**src/rtl/pipelined_rca_param.sv**
```systemverilog
// pipelined_rca_param: WIDTH-bit pipelined ripple-carry adder/subtractor, CHUNK bits per stage.
// Ports:
//   clk       rising-edge clock
//   rst_n     asynchronous active-low reset, clears every pipeline register
//   en        pipeline enable; 0 holds every register
//   in_valid  qualifies the A/B/carry_in/sub vector
//   A, B      operands
//   carry_in  carry into bit 0; ignored when sub=1
//   sub       0: A+B+carry_in, 1: A-B (A+~B+1)
//   Sum       result, modulo 2^WIDTH
//   carry_out carry out of the MSB (in subtract mode 1 = no borrow)
//   overflow  signed overflow: carry into MSB xor carry out of MSB
//   out_valid Sum/carry_out/overflow belong to a valid operation
module pipelined_rca_param #(
    parameter int WIDTH = 16,
    parameter int CHUNK = 4
) (
    input  logic             clk,
    input  logic             rst_n,
    input  logic             en,
    input  logic             in_valid,
    input  logic [WIDTH-1:0] A,
    input  logic [WIDTH-1:0] B,
    input  logic             carry_in,
    input  logic             sub,
    output logic [WIDTH-1:0] Sum,
    output logic             carry_out,
    output logic             overflow,
    output logic             out_valid
);
    localparam int STAGES = WIDTH / CHUNK;

    if (CHUNK < 1 || WIDTH % CHUNK != 0) begin : g_bad
        $error("pipelined_rca_param: WIDTH must be a positive multiple of CHUNK");
    end

    genvar k;
    for (k = 0; k < STAGES; k++) begin : g_st
        // Stage k sees only the operand bits not yet consumed, so the skew
        // registers shrink by CHUNK per stage while the sum register grows.
        localparam int W = WIDTH - k * CHUNK;
        logic [W-1:0]             a_i, b_i;
        logic                     c_i, v_i;
        logic [CHUNK:0]           r;
        logic [(k+1)*CHUNK-1:0]   s_n, s_q;
        logic                     c_q, v_q;

        if (k == 0) begin : g_in
            assign a_i = A;
            assign b_i = sub ? ~B : B;
            assign c_i = sub | carry_in;
            assign v_i = in_valid;
            assign s_n = r[CHUNK-1:0];
        end else begin : g_in
            assign a_i = g_st[k-1].g_fwd.a_q;
            assign b_i = g_st[k-1].g_fwd.b_q;
            assign c_i = g_st[k-1].c_q;
            assign v_i = g_st[k-1].v_q;
            assign s_n = {r[CHUNK-1:0], g_st[k-1].s_q};
        end

        assign r = {1'b0, a_i[CHUNK-1:0]} + {1'b0, b_i[CHUNK-1:0]} + {{CHUNK{1'b0}}, c_i};

        always_ff @(posedge clk or negedge rst_n) begin
            if (!rst_n) begin
                s_q <= '0;
                c_q <= 1'b0;
                v_q <= 1'b0;
            end else if (en) begin
                s_q <= s_n;
                c_q <= r[CHUNK];
                v_q <= v_i;
            end
        end

        if (k < STAGES - 1) begin : g_fwd
            logic [W-CHUNK-1:0] a_q, b_q;
            always_ff @(posedge clk or negedge rst_n) begin
                if (!rst_n) begin
                    a_q <= '0;
                    b_q <= '0;
                end else if (en) begin
                    a_q <= a_i[W-1:CHUNK];
                    b_q <= b_i[W-1:CHUNK];
                end
            end
        end else begin : g_out
            // a^b^sum at the MSB recovers the carry into the MSB.
            logic o_q;
            always_ff @(posedge clk or negedge rst_n) begin
                if (!rst_n)
                    o_q <= 1'b0;
                else if (en)
                    o_q <= a_i[CHUNK-1] ^ b_i[CHUNK-1] ^ r[CHUNK-1] ^ r[CHUNK];
            end
        end
    end

    assign Sum       = g_st[STAGES-1].s_q;
    assign carry_out = g_st[STAGES-1].c_q;
    assign overflow  = g_st[STAGES-1].g_out.o_q;
    assign out_valid = g_st[STAGES-1].v_q;
endmodule

```
**config.mk**
```make
export PLATFORM = sky130hd
export DESIGN_NAME = pipelined_rca_param
export DESIGN_NICKNAME = d
export VERILOG_FILES = /design/src/rtl/pipelined_rca_param.sv
export SDC_FILE = /design/constraint.sdc
export NUM_CORES = 1
export LEC_CHECK = 0
export CAP_MARGIN = 0
export CORE_ASPECT_RATIO = 1.4
export CORE_MARGIN = 2
export CORE_UTILIZATION = 55
export CTS_CLUSTER_DIAMETER = 100
export DETAILED_ROUTE_END_ITERATION = 10
export GPL_TIMING_DRIVEN = 0
export HOLD_SLACK_MARGIN = 0.12
export PLACE_DENSITY = 0.8
export SYNTH_ARGS = -nofsm -noshare
export SYNTH_HDL_FRONTEND = slang
export SYNTH_SLANG_ARGS = --single-unit
```
**constraint.sdc**
```tcl
create_clock -name clk -period 2.8 [get_ports clk]
set_input_delay 0.56 -clock clk [delete_from_list [all_inputs] [get_ports clk]]
set_output_delay 0.56 -clock clk [all_outputs]
set_load 0.02 [all_outputs]
```
==> run_results.csv <==
group,metric,value,unit
status,outcome,"complete, no violations",
worst_setup_path,rrSetupSlack,0.81,ns
worst_setup_path,reg2reg_from,"g_st[2].c_q$_DFFE_PN0P_",
worst_setup_path,crit_end,"g_st[0].c_q$_DFFE_PN0P_",
logic_synthesis,synthTopCellsByArea,"dfrtp_1 (57%), mux2_2 (20%), xnor2_1 (4.4%)",
drt,drc,0,
final_layout,syn2layout_area_growth,20.04,%
global_routing,grt_max_degree,77,
sta,holdWs,0.5044,ns
power,power_leakage,2.162,nW
floorplanning,start_util,57.08,%
logic_synthesis,syn-mean-instance-area,14.24,um2
worst_setup_path,reg2regPathDepth,6,
sta,hold_viol,0,
clock_network,clock_path_buffers,2,
worst_setup_path,setup.worst_path.start_class,"input port",
worst_setup_path,crit_family,"adder cells",
worst_setup_path,end_kind,"flop",
place,dp.cells,449,
drt,drtAntennaViolNets,0,
power,seqPwrFrac,49.2,%
clock_network,post-cts-setup-buffer-count,0,
logic_synthesis,synth_top_family_by_area,"multiplexers",
floorplanning,die_area,0.008414,mm2
drt,drt_iter0_drc,95,
sta,period_needed,2.259,ns
worst_setup_path,worstPathMaxFanout,10,
floorplanning,die_w,78.10,um
power,peakVddDrop,0.5202,mV
global_routing,grt_usage,20.31,%
power,combPwrFrac,31.9,%
logic_synthesis,yosys-mux-area-fraction,20.30,%
logic_synthesis,ys_seq_area_share,57.41,%
power,powerDensity,797.6,mW/mm2
logic_synthesis,synth_seq_cells,97,
sta,setup_ws,0.5409,ns
floorplanning,io_pins,57,
logic_synthesis,synth_largest_area_cell,"dfrtp_1",
logic_synthesis,synth_fa_ha_area_share,7.339,%
logic_synthesis,ys.flop_type,"dfrtp_1",
clock_network,htree_levels,3,
global_routing,grt_pass1_wl,12.85,mm
clock_network,cts_resized,0,
clock_network,cts-root-buf,"clkbuf_8",
logic_synthesis,synth-simple-area-share,2.012,%
logic_synthesis,synth_edf_count,0,
drt,wl,7.389,mm
global_routing,antenna_found_initial,0,
power,p_sw_share,29.57,%
floorplanning,rows,37,
worst_setup_path,slowest_delay,0.42,ns
clock_network,cts_sinks,97,
power,power,0.004048,W
place,dp_hpwl,5.264,mm
worst_setup_path,path_cells,"buf_4 -> buf_4 -> or2_2 -> fa_1 -> fa_1 -> a21o_1 -> a21oi_1 -> a21oi_1",
worst_setup_path,crit_type,"input port to flop",
final_layout,multiInputGateArea,0.001704,mm2
final_layout,diodes,0,
logic_synthesis,async_reset_ff_share,100.0,%
global_routing,globalRoute.totalOverflow,0,
sta,rsz0062_at_grt,"no",
final_layout,n_fill_cell,563,
sta,max_freq,442.7,MHz
clock_network,holdBufCountCts,1,
drt,vias,2448,
power,p_sw,0.001197,W
sta,worst_pin_slew,0.5061,ns
power,pwr-share-clk,18.9,%
sta,timing.final.setup_violations,0,
worst_setup_path,crit_path_start,"sub",
logic_synthesis,synth_warnings,0,
floorplanning,dieHeight,107.7,um
logic_synthesis,netlist_area,0.004228,mm2
sta,period_share,80.68,%
worst_setup_path,cp_num_buf_inv,2,
clock_network,numCtsBuffers,9,
final_layout,drive_above_1_share,29.23,%
final_layout,regArea,0.002427,mm2
worst_setup_path,cp_num_cells,8,
logic_synthesis,synthCells,297,
power,internal_power,0.002851,W
sta,finalMaxSlewViolations,0,
place,pre_cts_ws,0.1641,ns
logic_synthesis,syn_nets,355,
drt,drtPass1Iterations,4,
final_layout,final_cell_count_no_fill,463,
drt,wl_per_cell,15.96,um
sta,finalSetupTns,0,ns
place,portBuffers,54,
flow_run,drv_cap,0,
final_layout,nNetsFinal,422,
logic_synthesis,synth_top_area_share,57.41,%
worst_setup_path,reg2reg_to,"overflow$_DFFE_PN0P_",
floorplanning,core_area,0.007407,mm2
place,globalplace.congestion,0.8247,
global_routing,grt_pass1_vias,2732,
drt,routed_via_density,5.287,
logic_synthesis,synth_xor_area_share,5.179,%
worst_hold_path,hold_class,"flop to flop",
worst_setup_path,crit_required,3.04,ns
logic_synthesis,yosysUniqueCellTypes,20,
worst_setup_path,cp_slowest_cell,"fa_1",
clock_network,clk_latency,0.36,ns
logic_synthesis,synth_compound_gate_area_share,5.475,%
sta,slew_headroom,66.26,%
clock_network,cts_tree,"yes",
worst_setup_path,cp.arrival,2.49,ns
clock_network,clkTransAtPathRegs,0.08,ns
sta,fin_skew,0.006308,ns
flip-flops by register name, summed over array words and instances, names as in the netlist:
name	count
g_st.s_q	24
g_st.g_fwd.b_q	24
g_st.g_fwd.a_q	24
carry_out	1
g_st.c_q	3
overflow	1
Sum	16
g_st.v_q	3
out_valid	1
cell type report:
class,instances,area share [%]
Multi-Input combinational cell,180,33.58
Clock buffer,12,2.860
Buffer,15,1.529
Inverter,5,0.3698
Clock inverter,1,0.09862
Timing Repair Buffer,56,11.34
Sequential cell,97,47.83
Tap cell,97,2.392
Yosys cell counts, types with 2 or more instances:
library cell  number
a21o_1             8
a21oi_1           23
a21oi_2            4
buf_2             11
buf_4              2
clkbuf_1           2
dfrtp_1           97
fa_1               8
ha_1              12
inv_1              5
mux2_2            74
nor2_1            20
xnor2_1           21
xor2_1             4
kinds of logic after synthesis:
family,count (synthesis)
multiplexers,76
adder cells (fa/ha/maj),20
XOR/XNOR,25
AND/OR/NAND/NOR,22
AO/OA/AOI/OAI,37
flip-flops,97
buffers and inverters,20
placed cells by master (no fill, tap or decap), drive strengths merged:
cell type	netlist	final
o21ai	1	1
clkinv	0	1
nand2	1	1
ha	12	12
dfrtp	97	97
fa	8	8
inv	5	5
buf	13	15
a21oi	28	28
mux2	75	75
clkbuf	2	14
or2	1	1
mux2i	1	1
a21o	8	8
dlygate4sd3	0	1
xor2	4	4
xnor2	21	21
nor2	20	20
clkdlybuf4s50	0	53
per-stage QoR:
step	area, um2	utilization, %
after CTS	5075	68.51
after global placement	4890	66.01
after global routing	5075	68.51
after detailed placement	4915	66.35
after floorplan	4228	-
final	5075	68.51
worst min-delay path by stage:
stage                                           startpoint  cells after the start  slack, ns                               end
after global placement    g_st[0].g_fwd.a_q[9]$_DFFE_PN0P_                      1       0.48  g_st[0].g_fwd.a_q[9]$_DFFE_PN0P_
final                           g_st[0].s_q[0]$_DFFE_PN0P_                      1       0.50        g_st[1].s_q[0]$_DFFE_PN0P_
after detailed placement                             rst_n                      1       0.48  g_st[0].g_fwd.a_q[3]$_DFFE_PN0P_
after CTS                 g_st[1].g_fwd.b_q[7]$_DFFE_PN0P_                      1       0.51  g_st[1].g_fwd.b_q[7]$_DFFE_PN0P_
after floorplan                                      rst_n                      0       0.26                Sum[0]$_DFFE_PN0P_
after global routing      g_st[0].g_fwd.a_q[8]$_DFFE_PN0P_                      1       0.52  g_st[0].g_fwd.a_q[8]$_DFFE_PN0P_
worst reg2reg max path: stages, from the launching register on:
cell and delay, ns:
dfrtp_1 0.41, fa_1 0.49, fa_1 0.42, a21o_1 0.19, a21oi_2 0.17, xnor2_1 0.13, a21oi_1 0.08
per-layer routing:
metal	share of wire [%]	GRT usage [%]	routed length [um]	vias up
li1	-	-	-	1144
met1	42	24.97	3120	1251
met2	52	34.54	3850	41
met3	3.3	4.614	242	12
met4	2.4	8.521	176	0
met5	0	0	0	-
power groups by stage:
stage	logic, W	clock network [W]	registers, W
floorplan	0.000666	0	0.00213
global route	0.00141	0.000854	0.00205
CTS	0.00131	0.000793	0.00200
finish	0.00129	0.000766	0.00199
detailed placement	0.00131	0	0.00203
global placement	0.00127	0	0.00201
Note: power is estimated with default switching activity, not from simulation.
==> patch: new RTL, same settings <==
Register the inputs `en`, `in_valid`, `A`, `B`, `carry_in` and `sub` before use, without a reset. The logic sees them one clock later.
--- a/src/rtl/pipelined_rca_param.sv
+++ b/src/rtl/pipelined_rca_param.sv
@@ -30,6 +30,22 @@
 );
     localparam int STAGES = WIDTH / CHUNK;
 
+    logic en_q;
+    logic in_valid_q;
+    logic [WIDTH-1:0] A_q;
+    logic [WIDTH-1:0] B_q;
+    logic carry_q;
+    logic sub_q;
+
+    always_ff @(posedge clk) begin
+        en_q       <= en;
+        in_valid_q <= in_valid;
+        A_q        <= A;
+        B_q        <= B;
+        carry_q    <= carry_in;
+        sub_q      <= sub;
+    end
+
     if (CHUNK < 1 || WIDTH % CHUNK != 0) begin : g_bad
         $error("pipelined_rca_param: WIDTH must be a positive multiple of CHUNK");
     end
@@ -46,10 +62,10 @@
         logic                     c_q, v_q;
 
         if (k == 0) begin : g_in
-            assign a_i = A;
-            assign b_i = sub ? ~B : B;
-            assign c_i = sub | carry_in;
-            assign v_i = in_valid;
+            assign a_i = A_q;
+            assign b_i = sub_q ? ~B_q : B_q;
+            assign c_i = sub_q | carry_q;
+            assign v_i = in_valid_q;
             assign s_n = r[CHUNK-1:0];
         end else begin : g_in
             assign a_i = g_st[k-1].g_fwd.a_q;
@@ -66,7 +82,7 @@
                 s_q <= '0;
                 c_q <= 1'b0;
                 v_q <= 1'b0;
-            end else if (en) begin
+            end else if (en_q) begin
                 s_q <= s_n;
                 c_q <= r[CHUNK];
                 v_q <= v_i;
@@ -79,7 +95,7 @@
                 if (!rst_n) begin
                     a_q <= '0;
                     b_q <= '0;
-                end else if (en) begin
+                end else if (en_q) begin
                     a_q <= a_i[W-1:CHUNK];
                     b_q <= b_i[W-1:CHUNK];
                 end
@@ -90,7 +106,7 @@
             always_ff @(posedge clk or negedge rst_n) begin
                 if (!rst_n)
                     o_q <= 1'b0;
-                else if (en)
+                else if (en_q)
                     o_q <= a_i[CHUNK-1] ^ b_i[CHUNK-1] ^ r[CHUNK-1] ^ r[CHUNK];
             end
         end
Formal check against the unedited RTL: not equivalent (Yosys sat finds a counterexample within 10 cycles, from zero or initial values and one cycle with rst_n low).
==> patch against the original RTL <==
  * Non-clock buffer count increased by 2
  * Wire length increased by 20%
  * Worst setup slack got worse by 0.16 ns
  * Critical path depth unchanged
  * Area after synthesis increased by 17%
  * Final cell count increased by 14%
  * Sequential cell count increased by 36
  * Power increased by 50%
  * Cell area increased by 24%
==> patch: results (changes against the original RTL) <==
status: "finished clean"  # unchanged
grt_usage_pct: 20.9  # was 20.3%
cts_made_buffers: 17  # was 9
reg2reg_to: "g_st[0].c_q"  # was overflow
ir_drop_mv: 0.546  # was 0.520 mV
grt_pass1_vias: 3105  # was 2732
slew_headroom_pct: 62.0  # was 66.3%
p_leak_nw: 2.70  # was 2.16 nW
drtIter0Drc: 140  # was 95
finClkSkew_ns: 0.00443  # was 0.00631 ns
post_drt_via_cell_ratio: 5.28  # was 5.29
place_congestion: 0.783  # was 0.825
slowest_stage: "fa_1"  # unchanged
synth_common_cells: "97 x dfrtp_1, 74 x mux2_2, 36 x dfxtp_1"  # was 97 x dfrtp_1, 74 x mux2_2, 23 x a21oi_1
synth_area_leaders: "dfrtp_1 49%, mux2_2 17%, dfxtp_1 15%"  # was dfrtp_1 57%, mux2_2 20%, xnor2_1 4.4%
path_clk_slew_ns: 0.06  # was 0.08 ns
synth.distinct_cells: 21  # was 20
r2r_cells: 8  # was 6
cpPeakStageDelay_ns: 0.45  # was 0.42 ns
port_buffers: 56  # was 54
rrSetupSlack_ns: 0.38  # was 0.81 ns
drive_gt1_share_pct: 30.3  # was 29.2%
nets: 468  # was 422
min_from: "A_q[15]"  # was g_st[0].s_q[0]
clk_latency_ns: 0.41  # was 0.36 ns
root_buffer: "clkbuf_16"  # was clkbuf_8
arrival_ns: 2.70  # was 2.49 ns
grt_pass1_wl_mm: 15.2  # was 12.8 mm
grt_start_max_net_pins: 76  # was 77
avgSynthCellArea_sq_um: 14.9  # was 14.2 sq um
whs_endpoint: "g_st[0].g_fwd.a_q[11]"  # was g_st[1].s_q[0]
nFillCells: 568  # was 563
totalWireLength_mm: 8.85  # was 7.39 mm
seq_area_frac_synth_pct: 63.6  # was 57.4%
r2r-start: "sub_q"  # was g_st[2].c_q
place_inst: 495  # was 449
syn_nets: 391  # was 355
dp_slack_ns: 0.434  # was 0.164 ns
async_reset_ff_share_pct: 72.9  # was 100%
cellInternalPower_mw: 4.45  # was 2.85 mW
==> patch: logic make-up (layout without fill, tap and decap cells) <==
kind of cell	Yosys count	after routing	share of synthesized area, %
mux	76	76	17.3
xor+xnor	25	25	4.42
buf+inv	20	110	1.95
simple gates	22	22	1.72
compound gates	37	37	4.68
fa+ha+maj	20	20	6.27
flops	133	133	63.6
==> patch: worst max-delay path by stage <==
| stage | start | to | slack, ns | depth (start not counted) |
|---|---|---|---|---|
| after floorplan | sub_q | g_st[0].c_q | 0.59 | 8 |
| after global placement | rst_n | Sum[15] | -2.29 | 1 |
| after detailed placement | sub_q | g_st[0].c_q | 0.43 | 8 |
| after CTS | sub_q | g_st[0].c_q | 0.37 | 8 |
| after global routing | sub_q | g_st[0].c_q | 0.28 | 8 |
| final | sub_q | g_st[0].c_q | 0.38 | 8 |
==> patch: routing by layer <==
layer,wire (um),global-route usage [%],up-vias
met5,0,0,-
met2,4890,36.8,62
met1,3440,23.5,1420
met4,150,9.35,0
met3,376,6.22,11
li1,-,-,1293
==> patch: timing repair <==
item,in CTS,in global routing
endpoints found under the hold margin,22,0
buffers inserted,0,0
hold buffers,1,0
gates resized for setup,0,0
==> patch: layout make-up <==
| type | count | area [sq um] | share of cell area, % |
|---|---|---|---|
| Buffer | 15 | 77.6 | 1.23 |
| Clock buffer | 23 | 553 | 8.80 |
| Clock inverter | 9 | 58.8 | 0.935 |
| Inverter | 5 | 18.8 | 0.299 |
| Multi-Input combinational cell | 180 | 1700 | 27.1 |
| Sequential cell | 133 | 3150 | 50.1 |
| Tap cell | 105 | 131 | 2.09 |
| Timing Repair Buffer | 58 | 596 | 9.47 |
==> patch: critical path, delay by kind of cell (launching register included) <==
family                     cells  cell delay [ns]
AOI/OAI and AO/OA              3             0.43
adders and majority gates      2             0.87
buffers and inverters          2             0.38
DFF                            1             0.29
and+or+nand+nor                1             0.32
==> patch: metrics by stage <==
stage                     area (sq um)  hold WS [ns]
after detailed placement          5670         0.451
after floorplan                   4950         0.264
after CTS                         6290         0.465
after global routing              6290         0.477
after global placement            5640         0.442
final                             6290         0.459
==> patch: power by group through the flow <==
stage / logic [mW] / registers, mW / clock network (mW)
after global routing: 1.42 / 2.62 / 2.31
after global placement: 1.24 / 2.57 / 0
after floorplan: 0.666 / 2.69 / 0
final: 1.31 / 2.57 / 2.18
after CTS: 1.33 / 2.57 / 2.21
after detailed placement: 1.30 / 2.60 / 0
